--- src/rtl/traffic_light_ctrl_pkg.sv ---
// traffic_light_ctrl_pkg: shared state encodings, lamp constants and sizing helper
package traffic_light_ctrl_pkg;
  typedef enum logic [2:0] {
    NS_GREEN  = 3'd0,
    NS_YELLOW = 3'd1,
    ALL_RED_1 = 3'd2,
    EW_GREEN  = 3'd3,
    EW_YELLOW = 3'd4,
    ALL_RED_2 = 3'd5
  } state_t;
  localparam logic [2:0] LAMP_RED = 3'b100;
  localparam logic [2:0] LAMP_YEL = 3'b010;
  localparam logic [2:0] LAMP_GRN = 3'b001;
  function automatic int max4(input int a, input int b, input int c, input int d);
    int m;
    m = a > b ? a : b;
    m = m > c ? m : c;
    return m > d ? m : d;
  endfunction
endpackage

--- src/rtl/tick_detect.sv ---
// tick_detect: one-cycle pulse on each rising edge of a slow data-clock
module tick_detect (
  input  logic clock_in,
  input  logic reset,
  input  logic slow_clk,
  output logic tick
);
  logic slow_q, slow_d;
  always_comb slow_d = slow_clk;
  always_ff @(posedge clock_in)
    if (reset) slow_q <= slow_clk;
    else slow_q <= slow_d;
  assign tick = slow_clk & ~slow_q;
endmodule

--- src/rtl/traffic_light_ctrl.sv ---
// traffic_light_ctrl: two-road signal controller with pedestrian walk phase
module traffic_light_ctrl
  import traffic_light_ctrl_pkg::*;
#(
  parameter int GREEN_TICKS  = 8,
  parameter int YELLOW_TICKS = 2,
  parameter int RED_TICKS    = 1,
  parameter int WALK_TICKS   = 4,
  parameter int MIN_GREEN    = 3
) (
  input  logic       clock_in,
  input  logic       reset,
  input  logic       slow_clk,
  input  logic       ped_request,
  output logic [2:0] ns_light,
  output logic [2:0] ew_light,
  output logic       walk,
  output logic [2:0] state_code
);
  localparam int MAXD = max4(GREEN_TICKS, YELLOW_TICKS, RED_TICKS, WALK_TICKS);
  localparam int EW = $clog2(MAXD) + 1;
  localparam logic [EW-1:0] GRN_L  = EW'(GREEN_TICKS - 1);
  localparam logic [EW-1:0] YEL_L  = EW'(YELLOW_TICKS - 1);
  localparam logic [EW-1:0] RED_L  = EW'(RED_TICKS - 1);
  localparam logic [EW-1:0] WALK_L = EW'(WALK_TICKS - 1);
  localparam logic [EW-1:0] MING_L = EW'(MIN_GREEN - 1);
  state_t state_q, state_d, next_state;
  logic [EW-1:0] elapsed_q, elapsed_d, limit;
  logic ped_pending_q, ped_pending_d, walk_active_q, walk_active_d;
  logic tick, is_grn, is_yel, all_red, advance, enter_red;
  tick_detect u_tick (
    .clock_in(clock_in),
    .reset   (reset),
    .slow_clk(slow_clk),
    .tick    (tick)
  );
  always_comb begin
    is_grn = state_q == NS_GREEN || state_q == EW_GREEN;
    is_yel = state_q == NS_YELLOW || state_q == EW_YELLOW;
    all_red = state_q == ALL_RED_1 || state_q == ALL_RED_2;
    limit = is_grn ? GRN_L : is_yel ? YEL_L : walk_active_q ? WALK_L : RED_L;
    // illegal codes advance unconditionally so they recover without waiting for a tick
    advance = !(is_grn || is_yel || all_red) ||
              (tick && (elapsed_q == limit || (is_grn && ped_pending_q && elapsed_q >= MING_L)));
    next_state = (state_q == ALL_RED_2 || !(is_grn || is_yel || all_red)) ? NS_GREEN
               : state_t'(state_q + 3'd1);
    enter_red = advance && (next_state == ALL_RED_1 || next_state == ALL_RED_2);
    state_d = advance ? next_state : state_q;
    elapsed_d = advance ? '0 : tick ? elapsed_q + 1'b1 : elapsed_q;
    ped_pending_d = enter_red ? ped_request : ped_pending_q | ped_request;
    walk_active_d = enter_red ? ped_pending_q : (advance && all_red) ? 1'b0 : walk_active_q;
  end
  always_ff @(posedge clock_in)
    if (reset) begin
      state_q <= NS_GREEN;
      elapsed_q <= '0;
      ped_pending_q <= 1'b0;
      walk_active_q <= 1'b0;
    end else begin
      state_q <= state_d;
      elapsed_q <= elapsed_d;
      ped_pending_q <= ped_pending_d;
      walk_active_q <= walk_active_d;
    end
  always_comb begin
    ns_light = state_q == NS_GREEN ? LAMP_GRN : state_q == NS_YELLOW ? LAMP_YEL : LAMP_RED;
    ew_light = state_q == EW_GREEN ? LAMP_GRN : state_q == EW_YELLOW ? LAMP_YEL : LAMP_RED;
    walk = walk_active_q;
    state_code = state_q;
  end
endmodule

--- config.mk ---
export PLATFORM = sky130hd
export DESIGN_NAME = traffic_light_ctrl
export DESIGN_NICKNAME = d
export VERILOG_FILES = /design/src/rtl/traffic_light_ctrl_pkg.sv /design/src/rtl/tick_detect.sv /design/src/rtl/traffic_light_ctrl.sv
export SDC_FILE = /design/constraint.sdc
export NUM_CORES = 1
export LEC_CHECK = 0
export ABC_AREA = 1
export CORE_MARGIN = 3
export CORE_UTILIZATION = 49
export DETAILED_ROUTE_END_ITERATION = 10
export PLACE_DENSITY = 0.76
export SLEW_MARGIN = 10
export SYNTH_ARGS = -nofsm -noshare
export SYNTH_HDL_FRONTEND = slang
export SYNTH_SLANG_ARGS = --single-unit
--- constraint.sdc ---
create_clock -name clock_in -period 1.9 [get_ports clock_in]
set_input_delay 0.285 -clock clock_in [delete_from_list [all_inputs] [get_ports clock_in]]
set_output_delay 0.285 -clock clock_in [all_outputs]
set_load 0.01 [all_outputs]
# Word level (Yosys, flattened, before mapping)
# Cells that the tools add are included.
[totals]
reg_bits = 10
inputBits = 4
output_inout_bits = 10
[op_classes]
n_addsub = 2
order_cmp = 1
n_eq_ne = 8
n_mux = 11
bitwise_logic = 3
n_reduce_logical = 18
[ops]
columns = ["cell", "count"]
rows = [
  ["$mux 3", 6],
  ["$eq 3x2->1 const B", 3],
  ["$eq 3x3->1 const B", 3],
  ["$logic_or 1x1->1", 9],
  ["$logic_and 1x1->1", 5],
  ["$add 4x1->4 const B", 1],
  ["$eq 4x3->1", 1],
  ["$ge 4x2->1 const B", 1],
  ["$mux 2", 2],
  ["$add 3x1->3 const B", 1],
  ["$eq 3x1->1 const B", 1],
  ["$logic_not 3->1", 1],
  ["$mux 1", 3],
  ["$reduce_bool 2->1", 1],
  ["$reduce_or 2->1", 1],
  ["$and 1x1->1", 1],
  ["$logic_not 1->1", 1],
  ["$not 1->1", 1],
  ["$or 1x1->1", 1],
]

# Longest topological paths before layout
[depth]
ltp_word = 11
mapped_depth = 15

# Hierarchy
# Synthesis repeated with hierarchy kept, for this count alone.
[unflattened]
cells_unflattened = 109
area_unflattened_um2 = 711.9
[modules_own_cells]
columns = ["module", "instances", "cells_per_inst", "area_per_inst_um2", "seq_area_each_um2"]
rows = [
  ["traffic_light_ctrl", 1, 106, 681.9, 180.2],
  ["tick_detect", 1, 3, 30.0, 20.0],
]

# Worst setup path before layout
# OpenSTA, ideal clock, no wires.
[synth_path]
path_type = "reg2reg"
from = "register state_q[2], in the netlist state_code[2]"
to = "register walk_active_q, in the netlist walk"
setup_time_ns = 0.116
arrival_ns = 1.640
path_slack_ns = 0.144
path_stages_with_launch = 15
period_less_slack_ns = 1.756
path_cell_list = "dfxtp_1 inv_2 ha_1 inv_1 nand3_1 nor2_1 nand2_1 nand2_1 nand3_1 nand2_2 nand2_4 nand2_4 nand2_1 nand2_1 a21oi_1"
[synth_between]
elab_chain_len = 11
elab_cells_between_ends = 30
cone_classes = "add/sub: 1; eq/ne: 8; mux: 4; reduce/logical: 17"
[synth_rtl]
columns = ["element", "line_no", "source"]
rows = [
  ["start, declared", "traffic_light_ctrl.sv:27", "state_t state_q, state_d, next_state;"],
  ["start signal, assigned", "traffic_light_ctrl.sv:60", "state_q <= state_d;"],
  ["$eq 3x2->1 (tied with other cells)", "traffic_light_ctrl.sv:38", "is_grn = state_q == NS_GREEN || state_q == EW_GREEN;"],
  ["$logic_or 1x1->1 (on tied branches)", "traffic_light_ctrl.sv:38, traffic_light_ctrl.sv:39", ""],
  ["$logic_or 1x1->1 (2 in a row)", "traffic_light_ctrl.sv:43, traffic_light_ctrl.sv:45", ""],
  ["$logic_not 1->1", "traffic_light_ctrl.sv:43, traffic_light_ctrl.sv:45", ""],
  ["$logic_or 1x1->1", "traffic_light_ctrl.sv:45", "next_state = (state_q == ALL_RED_2 || !(is_grn || is_yel || all_red)) ? NS_GREEN"],
  ["$mux 3", "traffic_light_ctrl.sv:45", ""],
  ["$eq 3x2->1 / $eq 3x3->1 (equally long branches)", "traffic_light_ctrl.sv:47", "enter_red = advance && (next_state == ALL_RED_1 || next_state == ALL_RED_2);"],
  ["$logic_or 1x1->1", "traffic_light_ctrl.sv:47", ""],
  ["$logic_and 1x1->1", "traffic_light_ctrl.sv:47", ""],
  ["$mux 1 / $reduce_bool 2->1 (equally long branches)", "-", ""],
  ["end signal, assigned", "traffic_light_ctrl.sv:63", "walk_active_q <= walk_active_d;"],
  ["end, declared", "traffic_light_ctrl.sv:29", "logic ped_pending_q, ped_pending_d, walk_active_q, walk_active_d;"],
]
# Several ways; a longest one is shown, not always the timed one.
# A chain may end at the register's enable or synchronous reset.

# Worst setup path after layout
[layout_path]
from = "register state_q[1], in the netlist state_code[1]"
to = "output ns_light[0]"
[layout_between]
elab_chain_len = 2
[layout_rtl]
columns = ["element", "line_no", "source"]
rows = [
  ["$logic_not 3->1", "traffic_light_ctrl.sv:66", "ns_light = state_q == NS_GREEN ? LAMP_GRN : state_q == NS_YELLOW ? LAMP_YEL : LAMP_RED;"],
  ["$mux 3", "traffic_light_ctrl.sv:66", ""],
  ["end, declared", "traffic_light_ctrl.sv:15", "output logic [2:0] ns_light,"],
]
# No other way between the ends.

==> tab_implementation.tex <==
\begin{tabular}{lr}
\hline
Metric & Value \\
\hline
\multicolumn{2}{l}{\textbf{CTS}} \\
Clock-pin slew on the worst setup and hold paths & 0.05 ns \\
Clock Latency Late Sink & 0.26 ns \\
Number of H-tree levels & 1 \\
Clock buffer count from CTS & 3 \\
Clock root buffer & clkbuf\_4 \\
Total clock sinks & 10 \\
CTS tree & done \\
Number of buffers on the longest clock path & 2 \\
\multicolumn{2}{l}{\textbf{Die}} \\
Die width & 44.2 um \\
Die Ht & 44.2 um \\
\# IOs & 14 \\
Die ar. & 1950 um2 \\
Core area & 1330 um2 \\
Initial cell density of the core & 53.7\% \\
Number of cell rows & 13 \\
\multicolumn{2}{l}{\textbf{Yosys}} \\
Synth Instances & 99 \\
Fraction of the yosys area taken by sequential cells & 28.0\% \\
Post-synthesis cell area & 716 um2 \\
Total of flip-flops plus latches after synthesis & 10 \\
Mean Syn Cell Area & 7.23 um2 \\
Netlist cell types & 21 \\
Synthesized net count & 111 \\
Synthesis warning total & 0 \\
\multicolumn{2}{l}{\textbf{STA}} \\
Number of hold violations in the final report & 0 \\
Clock skew after layout & 0.00517 ns \\
Remaining max-slew budget at the tightest pin & 74.4\% \\
Max-slew violations & 0 \\
Hold Worst Slack & 0.497 ns \\
Setup repair after global routing missed its margin & true \\
Post-route fraction of the period consumed by the critical path & 94.9\% \\
Max Fclk & 0.555 GHz \\
Tightest Pin Transition & 0.379 ns \\
Final worst path period need & 1.80 ns \\
Final setup violation count & 0 \\
\multicolumn{2}{l}{\textbf{Layout}} \\
Most common cell after layout, fill and taps aside & nand2\_1 \\
Synth-to-layout area growth & 34.6\% \\
Non-filler instance count after layout & 134 \\
Commonest cells after routing, fill and taps aside & 20 x nand2\_1, 14 x inv\_1, 11 x nor2\_1 \\
Final \#Nets & 133 \\
Ant. Diodes & 0 \\
Fraction of final layout cells sized beyond drive strength 1 & 24.4\% \\
\multicolumn{2}{l}{\textbf{Critical path}} \\
Setup crit end kind & output port \\
Type of origin of the critical path & flip-flop \\
Critical path class & reg2out \\
Logic depth of the worst register-to-register path & 11 \\
Required time at the worst-slack endpoint & 1.62 ns \\
Worst reg2reg endpoint & walk \\
Launch instance of the worst register-to-register path & state\_code[1] \\
Critical Path Fanout Max & 5 \\
Critical path arrival & 1.52 ns \\
Reg-to-reg setup timing slack & 0.16 ns \\
\multicolumn{2}{l}{\textbf{Worst hold path}} \\
Hold Path Origin & slow\_clk \\
Cells on Worst Hold Path & 1 \\
Worst hold path class & in2reg \\
Worst Hold Path EP & u\_tick.slow\_q \\
\multicolumn{2}{l}{\textbf{Global routing}} \\
Largest net degree at the start of global routing & 8 \\
Number of global-route vias before repair & 617 \\
Global-route total usage across every layer & 17.4\% \\
Antenna violations before repair & 0 \\
Total grt overflow & 0 \\
First-pass GRT wire length & 2550 um \\
\multicolumn{2}{l}{\textbf{Pwr}} \\
Switching share of total power & 24.3\% \\
Int Pwr & 315 uW \\
P per Cell Area & 432 nW/um2 \\
Clk network pwr share & 32.9\% \\
Logic gate share of total power & 13.8\% \\
Lkg Pwr & 0.466 nW \\
Net switching power & 101 uW \\
Largest voltage drop on the vdd net & 437 uV \\
Fraction of power consumed by sequential logic & 53.3\% \\
\multicolumn{2}{l}{\textbf{Route}} \\
Routed Wire Length & 1440 um \\
Initial DRC count & 8 \\
Initial DRT Pass Iterations & 4 \\
Count of antenna-violating nets left after detailed routing & 0 \\
Remaining DRCs & 0 \\
Total via count in the routed design & 682 \\
Average vias per placed instance & 5.09 \\
Routed wire per std cell & 10.7 um \\
\multicolumn{2}{l}{\textbf{Placed design}} \\
Buffers added on ports & 13 \\
HPWL after DPL & 1120 um \\
Routability-driven placement congestion ratio & 0.882 \\
Cell Count Post-Placement & 130 \\
\multicolumn{2}{l}{\textbf{Job}} \\
Reported max-cap violation count & 0 \\
\multicolumn{2}{l}{\textbf{Status}} \\
Run status & finished clean \\
\hline
\end{tabular}
==> power by group through the flow <==
stage / sequential, mW / combinational [mW] / clock (mW)
6_report: 0.222 / 0.0575 / 0.137
5_1_grt: 0.223 / 0.0657 / 0.161
3_5_place_dp: 0.227 / 0.0548 / 0
4_1_cts: 0.223 / 0.0559 / 0.147
2_1_floorplan: 0.226 / 0.0374 / 0
3_3_place_gp: 0.227 / 0.0532 / 0
==> worst max-delay path, cell delays in order (launching register included) <==
cell and delay, ns:
dfxtp_2 0.35, inv_2 0.11, ha_4 0.16, nand2_4 0.06
inv_1 0.05, clkdlybuf4s50_1 0.52
==> routing by layer <==
layer	track usage [%]	vias to the layer above	share of wire, %
li1	-	359	-
met1	21.8	303	45
met2	28.8	18	48
met3	6.10	2	6.2
met4	3.61	0	0.91
met5	0	-	0
==> layout make-up <==
cell class / instances / area (um2)
Multi-Input combinational cell: 71 / 488
Fill cell: 105 / 370
Sequential cell: 10 / 206
Timing Repair Buffer: 17 / 160
Inverter: 18 / 67.6
Clock buffer: 3 / 22.5
Tap cell: 15 / 18.8
==> worst max path at each step <==
stage	startpoint	end	slack [ns]	cells after the start
finish	state_code[1]	ns_light[0]	0.1	5
global route	state_code[1]	walk	-0.04	11
CTS	state_code[0]	ew_light[1]	0.02	5
detailed placement	state_code[1]	ew_light[2]	0.08	6
global placement	state_code[0]	walk	0.13	13
floorplan	state_code[2]	walk	0.14	14
==> cells in the mapped netlist <==
master	count	area share [%]
a211oi_2	1	1.7
a21oi_1	3	2.1
dfxtp_1	10	28
ha_1	8	14
inv_1	17	8.9
inv_2	1	0.52
nand2_1	20	10
nand2_2	3	2.6
nand2_4	3	4.7
nand3_1	8	5.6
nand3_2	1	1.4
nand3_4	1	2.4
nand4_1	2	1.7
nor2_1	11	5.8
o211ai_1	1	1.0
o21ai_0	1	0.70
o21ai_1	2	1.4
o21bai_1	1	1.0
o22ai_1	1	0.87
o311ai_0	1	1.2
xor2_1	3	3.7
==> flip-flops by register name, indices dropped and copies added, names as in the netlist <==
register       count
elapsed_q          4
state_code         3
ped_pending_q      1
u_tick.slow_q      1
walk               1
==> cells by family (layout without fill, tap and decap cells) <==
family	after synthesis	in the layout	synth area share, %
AOI/OAI and AO/OA	11	11	10.1
DFF	10	10	28.0
xor gates and xnor gates	3	3	3.67
and+or+nand+nor	49	49	34.8
adders and majority gates	8	8	14.0
buffers and inverters	18	38	9.44
==> repair_timing <==
action	CTS	global route
pin swaps	0	3
gates resized for setup	7	11
hold buffers	0	0
setup endpoints to repair	5	12
setup buffers	0	1
==> metrics by stage <==
step / power, mW / area (um2) / utilization (%) / setup slack, ns / TNS [ns]
floorplan: 0.264 / 716 / - / 0.144 / 0
global placement: 0.280 / 887 / 66.5 / 0.130 / 0
detailed placement: 0.282 / 887 / 66.5 / 0.0819 / 0
CTS: 0.426 / 922 / 69.1 / 0.0209 / 0
global route: 0.449 / 963 / 72.2 / -0.0357 / -0.0706
finish: 0.416 / 963 / 72.2 / 0.0971 / 0
(Power assumes the default switching activity.)
